$ cat src/rtl/fetch_pkg.sv
// Shared types and constants for the instruction fetch sequencer.
// Latency: n/a (types and constants only).
// Backpressure: n/a.
//
// Contents:
//   ADDR_W, INSTR_W, RESET_PC  ROM geometry and default reset PC
//   fetch_state_t              IDLE / RUN / HALT sequencer states
//   fetch_entry_t              one prefetch slot: {data, pc, err}
//   pc_misaligned()            true when a byte address is not word aligned
package fetch_pkg;

  localparam int                ADDR_W   = 14;
  localparam int                INSTR_W  = 32;
  localparam logic [ADDR_W-1:0] RESET_PC = '0;

  typedef enum logic [1:0] {
    IDLE = 2'd0,
    RUN  = 2'd1,
    HALT = 2'd2
  } fetch_state_t;

  typedef struct packed {
    logic [INSTR_W-1:0] data;
    logic [ADDR_W-1:0]  pc;
    logic               err;
  } fetch_entry_t;

  // Only the two low address bits decide word alignment.
  function automatic logic pc_misaligned(input logic [1:0] pc_lo);
    return pc_lo != 2'b00;
  endfunction

endpackage

$ cat src/rtl/fetch_fifo.sv
// Synchronous prefetch FIFO holding fetch_entry_t slots between the ROM and the core.
// Latency: an entry pushed at edge N is visible on head in cycle N+1.
// Backpressure: push is ignored when full unless a pop happens the same cycle; flush empties it.
//
// Ports:
//   clk, rst_n   clock, asynchronous active-low reset
//   push         write push_entry at the next edge (if there is room)
//   push_entry   entry to write
//   pop          retire the head entry (ignored when empty)
//   flush        discard all entries; overrides push and pop
//   full, empty  occupancy flags
//   head         oldest entry (undefined content while empty)
module fetch_fifo
  import fetch_pkg::*;
#(
  parameter int DEPTH = 2  // power of two, at least 2
) (
  input  logic         clk,
  input  logic         rst_n,
  input  logic         push,
  input  fetch_entry_t push_entry,
  input  logic         pop,
  input  logic         flush,
  output logic         full,
  output logic         empty,
  output fetch_entry_t head
);

  localparam int PW = $clog2(DEPTH);

  // Pointers carry one extra wrap bit so full and empty are distinguishable
  // when the index bits are equal.
  logic [PW:0]  r_wr_ptr;
  logic [PW:0]  r_rd_ptr;
  fetch_entry_t r_mem [DEPTH];

  logic w_push_ok;
  logic w_pop_ok;

  assign empty = (r_wr_ptr == r_rd_ptr);
  assign full  = (r_wr_ptr[PW] != r_rd_ptr[PW]) &&
                 (r_wr_ptr[PW-1:0] == r_rd_ptr[PW-1:0]);

  // A push into a full FIFO is fine when the head leaves in the same cycle:
  // the write lands in the slot being vacated.
  assign w_push_ok = push && (!full || pop);
  assign w_pop_ok  = pop && !empty;

  assign head = r_mem[r_rd_ptr[PW-1:0]];

  always_ff @(posedge clk or negedge rst_n) begin
    if (!rst_n) begin
      r_wr_ptr <= '0;
      r_rd_ptr <= '0;
    end else if (flush) begin
      r_wr_ptr <= '0;
      r_rd_ptr <= '0;
    end else begin
      if (w_push_ok) r_wr_ptr <= r_wr_ptr + (PW+1)'(1);
      if (w_pop_ok)  r_rd_ptr <= r_rd_ptr + (PW+1)'(1);
    end
  end

  // Storage needs no reset: slots are only read after being written.
  always_ff @(posedge clk) begin
    if (w_push_ok && !flush) begin
      r_mem[r_wr_ptr[PW-1:0]] <= push_entry;
    end
  end

endmodule

$ cat src/rtl/imem_fetch_unit.sv
// Fetch sequencer: owns the fetch PC, samples the combinational ROM and queues words for the core.
// Latency: PC on im_addr in cycle N -> instr_valid in N+1; redirect in R -> first new instruction in R+2.
// Backpressure: instr_ready low fills the prefetch FIFO, then fetch_pc and im_addr hold until a pop.
//
// Ports:
//   clk, rst_n                 clock, asynchronous active-low reset
//   run_en                     1 = new fetches allowed
//   im_addr / im_dout          ROM byte address (fetch PC) / same-cycle ROM data
//   redirect_valid/redirect_pc PC change request; flushes the prefetch FIFO
//   instr_valid/instr_ready    handshake towards the core control FSM
//   instr_data/instr_pc        head instruction and its byte address
//   instr_err                  head came from a misaligned fetch PC
module imem_fetch_unit #(
  parameter logic [fetch_pkg::ADDR_W-1:0] RESET_PC   = fetch_pkg::RESET_PC,
  parameter int                           FIFO_DEPTH = 2
) (
  input  logic                         clk,
  input  logic                         rst_n,
  input  logic                         run_en,
  output logic [fetch_pkg::ADDR_W-1:0]  im_addr,
  input  logic [fetch_pkg::INSTR_W-1:0] im_dout,
  input  logic                         redirect_valid,
  input  logic [fetch_pkg::ADDR_W-1:0]  redirect_pc,
  output logic                         instr_valid,
  input  logic                         instr_ready,
  output logic [fetch_pkg::INSTR_W-1:0] instr_data,
  output logic [fetch_pkg::ADDR_W-1:0]  instr_pc,
  output logic                         instr_err
);

  import fetch_pkg::*;

  fetch_state_t      r_state;
  fetch_state_t      w_state_nxt;
  logic [ADDR_W-1:0] r_fetch_pc;
  fetch_entry_t      r_hold;

  logic         w_full;
  logic         w_empty;
  logic         w_pop;
  logic         w_push;
  logic         w_fetch_en;
  logic         w_misaligned;
  fetch_entry_t w_head;
  fetch_entry_t w_push_entry;
  fetch_entry_t w_out;

  assign w_misaligned = pc_misaligned(r_fetch_pc[1:0]);
  assign im_addr      = r_fetch_pc;

  // A misaligned PC never reaches the core as an instruction: the slot is
  // pushed with zero data and the error flag so the core can trap on it.
  always_comb begin
    w_push_entry      = '0;
    w_push_entry.data = w_misaligned ? '0 : im_dout;
    w_push_entry.pc   = r_fetch_pc;
    w_push_entry.err  = w_misaligned;
  end

  // ---------------------------------------------------------------------
  // Sequencer FSM
  // ---------------------------------------------------------------------
  always_ff @(posedge clk or negedge rst_n) begin
    if (!rst_n) r_state <= IDLE;
    else        r_state <= w_state_nxt;
  end

  always_comb begin
    w_state_nxt = r_state;
    w_pop       = !w_empty && instr_ready;
    // Fetching starts in the same cycle run_en rises, so the first entry is
    // valid one cycle after run_en; HALT blocks fetch until a redirect.
    w_fetch_en  = run_en && (r_state != HALT);
    // A redirect cycle never pushes: the ROM word belongs to the old path.
    w_push      = w_fetch_en && !redirect_valid && (!w_full || w_pop);

    if (redirect_valid) begin
      // Redirect is honoured in every state and is the only exit from HALT.
      w_state_nxt = run_en ? RUN : IDLE;
    end else begin
      case (r_state)
        IDLE, RUN: begin
          if (w_push && w_misaligned) w_state_nxt = HALT;
          else if (run_en)            w_state_nxt = RUN;
          else                        w_state_nxt = IDLE;
        end
        HALT:    w_state_nxt = HALT;
        default: w_state_nxt = IDLE;
      endcase
    end
  end

  // ---------------------------------------------------------------------
  // Fetch PC: wraps modulo 2^ADDR_W; holds on a misaligned push so the
  // faulting address stays visible until the core redirects.
  // ---------------------------------------------------------------------
  always_ff @(posedge clk or negedge rst_n) begin
    if (!rst_n) begin
      r_fetch_pc <= RESET_PC;
    end else if (redirect_valid) begin
      r_fetch_pc <= redirect_pc;
    end else if (w_push && !w_misaligned) begin
      r_fetch_pc <= r_fetch_pc + ADDR_W'(4);
    end
  end

  // ---------------------------------------------------------------------
  // Prefetch FIFO. A pop handshake in a redirect cycle is lost with the
  // flush; the core re-fetches from the new target.
  // ---------------------------------------------------------------------
  fetch_fifo #(
    .DEPTH (FIFO_DEPTH)
  ) u_fifo (
    .clk        (clk),
    .rst_n      (rst_n),
    .push       (w_push),
    .push_entry (w_push_entry),
    .pop        (w_pop),
    .flush      (redirect_valid),
    .full       (w_full),
    .empty      (w_empty),
    .head       (w_head)
  );

  // While the FIFO is empty the data/pc outputs keep showing the last head
  // the core saw rather than stale storage contents.
  always_ff @(posedge clk or negedge rst_n) begin
    if (!rst_n) begin
      r_hold <= '0;
    end else if (!w_empty) begin
      r_hold <= w_head;
    end
  end

  assign w_out       = w_empty ? r_hold : w_head;
  assign instr_valid = !w_empty;
  assign instr_data  = w_out.data;
  assign instr_pc    = w_out.pc;
  assign instr_err   = !w_empty && w_head.err;

endmodule
$ cat config.mk
export PLATFORM = sky130hd
export DESIGN_NAME = imem_fetch_unit
export DESIGN_NICKNAME = d
export VERILOG_FILES = /design/src/rtl/fetch_pkg.sv /design/src/rtl/fetch_fifo.sv /design/src/rtl/imem_fetch_unit.sv
export SDC_FILE = /design/constraint.sdc
export NUM_CORES = 1
export LEC_CHECK = 0
export CAP_MARGIN = 30
export CORE_MARGIN = 3
export CORE_UTILIZATION = 56
export DETAILED_ROUTE_END_ITERATION = 10
export GPL_TIMING_DRIVEN = 0
export PLACE_DENSITY = 0.91
export SLEW_MARGIN = 25
export SYNTH_ARGS = -nofsm -noshare
export SYNTH_HDL_FRONTEND = slang
export SYNTH_SLANG_ARGS = --single-unit
$ cat constraint.sdc
create_clock -name clk -period 11.3 [get_ports clk]
set_clock_uncertainty 0.2 [all_clocks]
set_input_delay 1.13 -clock clk [delete_from_list [all_inputs] [get_ports clk]]
set_output_delay 1.13 -clock clk [all_outputs]
set_load 0.01 [all_outputs]
==> flow_summary.yaml, run 1 <==
drt:
  dr.pass1.iters: 5
  routed_wirelength_mm: 14.0
  detail_route.vias_per_cell: 5.60
  ant_nets: 0
  drt_iter0_drc: 319
  vias: 4299
  route.detailed.drc: 0
  wire_per_inst_um: 18.2
timing:
  rsz0062_at_grt: "no"
  period_needed_ns: 4.41
  slew_viol_final: 0
  slew_headroom_pct: 47.9
  max_freq_mhz: 227
  period_share_pct: 39.1
  setup_violations: 0
  tns_ns: 0
  hold_viol_final: 0
  tightestPinTransition_ns: 0.781
grt:
  overflow: 0
  grt.total_usage_pct: 23.1
  antenna_found_initial: 0
  grt_max_degree: 41
  grt_pass1_vias: 4510
  grt_first_pass_wirelength_mm: 22.7
logic_synthesis:
  synth_top_family_by_area: "simple AND/OR/NAND/NOR gates"
  async_flop_share_pct: 41.3
  yosys_warnings: 0
  seq_area_frac_synth_pct: 69.9
  synth_seq_cells: 160
  syn_area_per_cell_um2: 13.6
  synth_most_common_cell: "edfxtp_1"
  synth-simple-area-share_pct: 10.3
  yosys-top-cells-area: "edfxtp_1 44%, dfrtp_1 26%, mux2i_1 7.4%"
  syn_nets: 522
  yosysUniqueCellTypes: 38
  synth-xor-area-share_pct: 0.802
  synth_top_cell_by_area: "edfxtp_1"
  synth_edf_count: 94
  synth.top_cell.area_share_pct: 44.1
  synth_compound_gate_area_share_pct: 7.24
  yosys.area_share.adder_pct: 0.196
  netlist_area_um2: 6400
  synth_commonest_cells: "94 x edfxtp_1, 66 x dfrtp_1, 54 x nand2_1, 49 x o21ai_0, 47 x mux2i_1"
  syn_inst: 470
  yosys_most_used_dff: "edfxtp_1"
  muxShareOfSynthArea_pct: 7.71
worst_setup_path:
  required_ns: 9.97
  end_kind: "output pin"
  start_kind: "flop"
  worstPathArrival_ns: 3.08
  worstSetupPathType: "flop to output pin"
  cp_max_fo: 10
finish:
  n_antenna_cell: 0
  drive_gt1_share_pct: 10.8
  nNetsFinal: 666
  stdcell_count: 767
  syn2layout_area_growth_pct: 32.0
die:
  num_rows: 38
  die_x_um: 113
  initial_core_util_pct: 58.2
  dieArea_um2: 12700
  core_um2: 11000
  ios: 113
  die_y_um: 113
job:
  cap_violations: 0
placed_design:
  numPortBuffers: 112
  gp_congestion: 0.821
  dp_cells: 735
  hpwl_mm: 9.66
clock_tree:
  cts_resized: 0
  post-cts-setup-buffers: 0
  cts_made_buffers: 17
  cts_tree: "done"
  htreeDepth: 4
  path_clk_slew_ns: 0.06
  clock-root-buffer: "clkbuf_16"
  cts_buffer_depth: 2
  cts_hold_buf: 0
  cts.sinks: 160
  worstSkewPairLatency_ns: 0.41
power:
  ir_worst_vdd_mv: 0.186
  power.density_nw_per_um2: 240
  p_leak_nw: 3.18
worst_hold_path:
  hp-class: "flop to flop"
outcome:
  status: "completed"
sequential cells by signal, summed over array words and instances, names as in the netlist:
register and cells:
u_fifo.r_mem 94, r_hold 46, im_addr 14, r_state 2, u_fifo.r_rd_ptr 2, u_fifo.r_wr_ptr 2
critical path: stages, from the launching register on:
cell,delay (ns)
dfrtp_1,0.36
buf_4,0.16
xor2_2,0.21
nor2_1,0.31
buf_2,0.31
clkbuf_1,0.39
nand2_1,0.09
o21ai_0,0.20
clkdlybuf4s50_1,0.64
cells by family after synthesis:
logic type	after synthesis
buffers and inverters	45
AOI/OAI and AO/OA	78
muxes	49
and+or+nand+nor	132
adders and majority gates	1
DFF	160
xor gates and xnor gates	5
cell type report:
| class | instances | area [µm²] |
|---|---|---|
| Sequential cell | 160 | 4470 |
| Timing Repair Buffer | 125 | 1250 |
| Inverter | 5 | 18.8 |
| Multi-Input combinational cell | 265 | 1690 |
| Clock buffer | 21 | 450 |
| Fill cell | 648 | 2540 |
| Clock inverter | 11 | 161 |
| Buffer | 40 | 226 |
| Tap cell | 140 | 175 |
power by group:
group	total (W)	internal (W)	switching [W]
clock network	0.000591	0.000374	0.000218
registers	0.000773	0.000733	0.0000398
logic	0.000663	0.000317	0.000346
layout by cell type (no fill, tap or decap), types with 2 or more instances in the layout:
cell and instances:
edfxtp_1 94, o21ai_0 49, or4_1 7, and2_1 32
a21oi_1 4, clkbuf_16 17, a31oi_1 10, clkinv_1 3
and3_1 2, buf_2 4, nand4_1 4, clkdlybuf4s50_1 111
mux2i_1 47, buf_4 22, nand3_1 7, clkbuf_1 22
nor2_1 16, inv_1 5, mux2_2 2, bufinv_16 4
xor2_1 3, nor3_2 2, buf_6 8, or3_1 4
nand2_1 54, o31ai_1 7, dfrtp_1 66
per-stage QoR:
step           hold WS, ns  power [W]  cell area, µm²  setup WS (ns)  utilization, %
2_1_floorplan        0.278    0.00109            6400           5.85               -
3_3_place_gp         0.273    0.00142            7690           3.56            70.1
3_5_place_dp         0.284    0.00145            7830           7.37            71.3
4_1_cts              0.299    0.00204            8450           6.89            76.9
5_1_grt              0.316    0.00212            8450           6.69            76.9
6_report             0.294    0.00203            8450           6.89            76.9
layer usage:
metal | vias up | share of wire, % | global-route usage (%)
li1 | 1993 | - | -
met1 | 2093 | 39 | 28.5
met2 | 187 | 53 | 40.2
met3 | 26 | 7.1 | 5.99
met4 | 0 | 1.2 | 6.81
met5 | - | 0 | 0
path summary, 6_finish.rpt:
| check | start | slack [ns] | to | cells after the start |
|---|---|---|---|---|
| max | u_fifo.r_rd_ptr[0] | 6.89 | instr_pc[4] | 8 |
| min | r_hold[41] | 0.29 | r_hold[41] | 2 |
| max reg2reg | u_fifo.r_rd_ptr[1] | 8.29 | u_fifo.r_mem[1][29] | 8 |
| min reg2reg | r_hold[41] | 0.29 | r_hold[41] | 2 |
| max in group asynchronous | rst_n | 9.91 | r_hold[28] | 2 |
| min in group asynchronous | rst_n | 0.43 | im_addr[11] | 1 |
No activity file was read; power rests on OpenSTA's default activity.
==> run 2, diff against run 1 <==
--- a/config.mk
+++ b/config.mk
@@ -7,10 +7,10 @@
 export LEC_CHECK = 0
 export CAP_MARGIN = 30
 export CORE_MARGIN = 3
-export CORE_UTILIZATION = 56
+export CORE_UTILIZATION = 52
 export DETAILED_ROUTE_END_ITERATION = 10
 export GPL_TIMING_DRIVEN = 0
-export PLACE_DENSITY = 0.91
+export PLACE_DENSITY = 0.86
 export SLEW_MARGIN = 25
 export SYNTH_ARGS = -nofsm -noshare
 export SYNTH_HDL_FRONTEND = slang
==> constraint.sdc (replaced) <==
create_clock -name clk -period 4.15 [get_ports clk]
set_clock_uncertainty 0.2 [all_clocks]
set_input_delay 0.415 -clock clk [delete_from_list [all_inputs] [get_ports clk]]
set_output_delay 0.415 -clock clk [all_outputs]
set_load 0.01 [all_outputs]
==> run 2 against run 1 <==
Design area down 1.3%; first-iteration DRC count up 6.6%; power increased to 2.6 times the previous value; highest routed layer unchanged.
==> flow_summary.yaml, run 2 (synthesized netlist as in run 1, its figures left out) <==
clock_tree:
  clock-root-buffer: "clkbuf_16"
  htreeDepth: 4
  path_clk_slew_ns: 0.06
  cts_resized: 0
  cts.sinks: 160
  cts_hold_buf: 1
  cts_buffer_depth: 2
  cts_made_buffers: 17
  post-cts-setup-buffers: 0
  worstSkewPairLatency_ns: 0.42
  cts_tree: "done"
finish:
  final_common_cell: "clkdlybuf4s50_1"
  final_cell_mix: "111 x clkdlybuf4s50_1, 94 x edfxtp_1, 66 x dfrtp_1, 54 x nand2_1, 49 x o21ai_0"
  n_antenna_cell: 0
  drive_gt1_share_pct: 9.74
  largest_reg_flops: 94
  nNetsFinal: 665
  syn2layout_area_growth_pct: 30.3
grt:
  grt_first_pass_wirelength_mm: 21.8
  grt_pass1_vias: 4325
  overflow: 0
  grt.total_usage_pct: 21.5
  grt_max_degree: 52
  antenna_found_initial: 0
die:
  die_y_um: 117
  num_rows: 39
  initial_core_util_pct: 54.6
  die_x_um: 117
  dieArea_um2: 13700
  ios: 113
  core_um2: 11700
worst_setup_path:
  crit_start: "u_fifo.r_rd_ptr[0]"
  start_kind: "flop"
  worstSetupPathType: "flop to output pin"
  critical_path.top_delay_family: "buffers and inverters"
  required_ns: 3.53
  timing.rr.start: "u_fifo.r_rd_ptr[0]"
  crit_chain: "buf_4 > xor2_2 > nor2_1 > buf_2 > clkbuf_1 > nand2_1 > o21ai_0 > clkdlybuf4s50_1"
  worstPathArrival_ns: 3.11
  worst-path-stages: 8
  ff2ff_setup_slack_ns: 1.15
  cp_slowest_cell: "clkdlybuf4s50_1"
  r2r_cells: 9
  crit_end: "instr_pc[4]"
  end_kind: "output pin"
  slowest_delay_ns: 0.63
  cp_max_fo: 10
  r2r_end: "u_fifo.r_mem[0][30]"
  crit_buf_inv: 4
drt:
  detail_route.vias_per_cell: 5.67
  routed_wirelength_mm: 14.3
  dr.pass1.iters: 5
  wire_per_inst_um: 18.6
  drt_iter0_drc: 340
  vias: 4363
  route.detailed.drc: 0
  ant_nets: 0
power:
  ir_worst_vdd_mv: 0.344
  power.total_w: 0.00526
  power.density_nw_per_um2: 632
  p_leak_nw: 3.13
timing:
  rsz0062_at_grt: "no"
  setup_violations: 0
  hold_viol_final: 0
  tightestPinTransition_ns: 0.773
  period_share_pct: 89.8
  slew_headroom_pct: 48.5
  max_freq_mhz: 268
  slew_viol_final: 0
  timing.hold.ws_ns: 0.208
  period_needed_ns: 3.73
job:
  cap_violations: 0
placed_design:
  gp_congestion: 0.845
  hpwl_mm: 9.94
  numPortBuffers: 112
outcome:
  status: "completed"
worst_hold_path:
  hp-class: "input port to asynchronous set/reset pin"
## run 2: changes by cell type in the layout (fill, tap and decap cells not counted), sizes merged
cell / before / now
clkinv: 5 / 2
clkbuf: 40 / 49
dlygate4sd3: 0 / 1
inv: 6 / 5
clkinvlp: 1 / 0
bufinv: 4 / 0
buf: 35 / 33
## run 2: how the worst min path moves through the flow
stage                     slack [ns]    endpoint  startpoint
after floorplan                -0.08  im_addr[0]       rst_n
after global placement          0.27  r_hold[25]  r_hold[25]
after detailed placement         0.1  r_hold[29]       rst_n
after CTS                       0.19  r_hold[23]       rst_n
after global routing            0.21  r_hold[24]       rst_n
final                           0.21  r_hold[25]       rst_n
## run 2: cell type report
cell class	instances	area, µm²
Clock buffer	30	494
Sequential cell	160	4470
Buffer	40	226
Timing Repair Buffer	124	1250
Tap cell	143	179
Multi-Input combinational cell	265	1690
Inverter	5	18.8
Fill cell	786	3370
Clock inverter	2	10.0
## run 2: layer usage
metal	up-vias	routed length (µm)	part of all wire [%]	GRT usage [%]
met2	219	7590	53	36.4
met5	-	0	0	0
met4	0	253	1.8	7.87
met3	31	957	6.7	5.60
li1	1984	-	-	-
met1	2129	5520	39	26.6
## run 2: power by group
group          leakage (nW)  switching [W]  internal, W  total, W
Clock                 0.245       0.000550     0.000795   0.00135
Combinational          1.20       0.000952     0.000862   0.00181
Sequential             1.68       0.000110      0.00200   0.00211
## run 2: per-stage QoR
step | cell area [µm²] | cells | util [%] | setup slack, ns | setup TNS (ns)
after global placement | 7700 | 725 | 65.7 | -2.93 | -274.94
after floorplan | 6400 | 470 | - | -0.927 | -87.15
after CTS | 8340 | 769 | 71.2 | 0.392 | 0
final | 8340 | 769 | 71.2 | 0.423 | 0
after detailed placement | 7820 | 736 | 66.8 | 0.895 | 0
after global routing | 8340 | 769 | 71.2 | 0.234 | 0
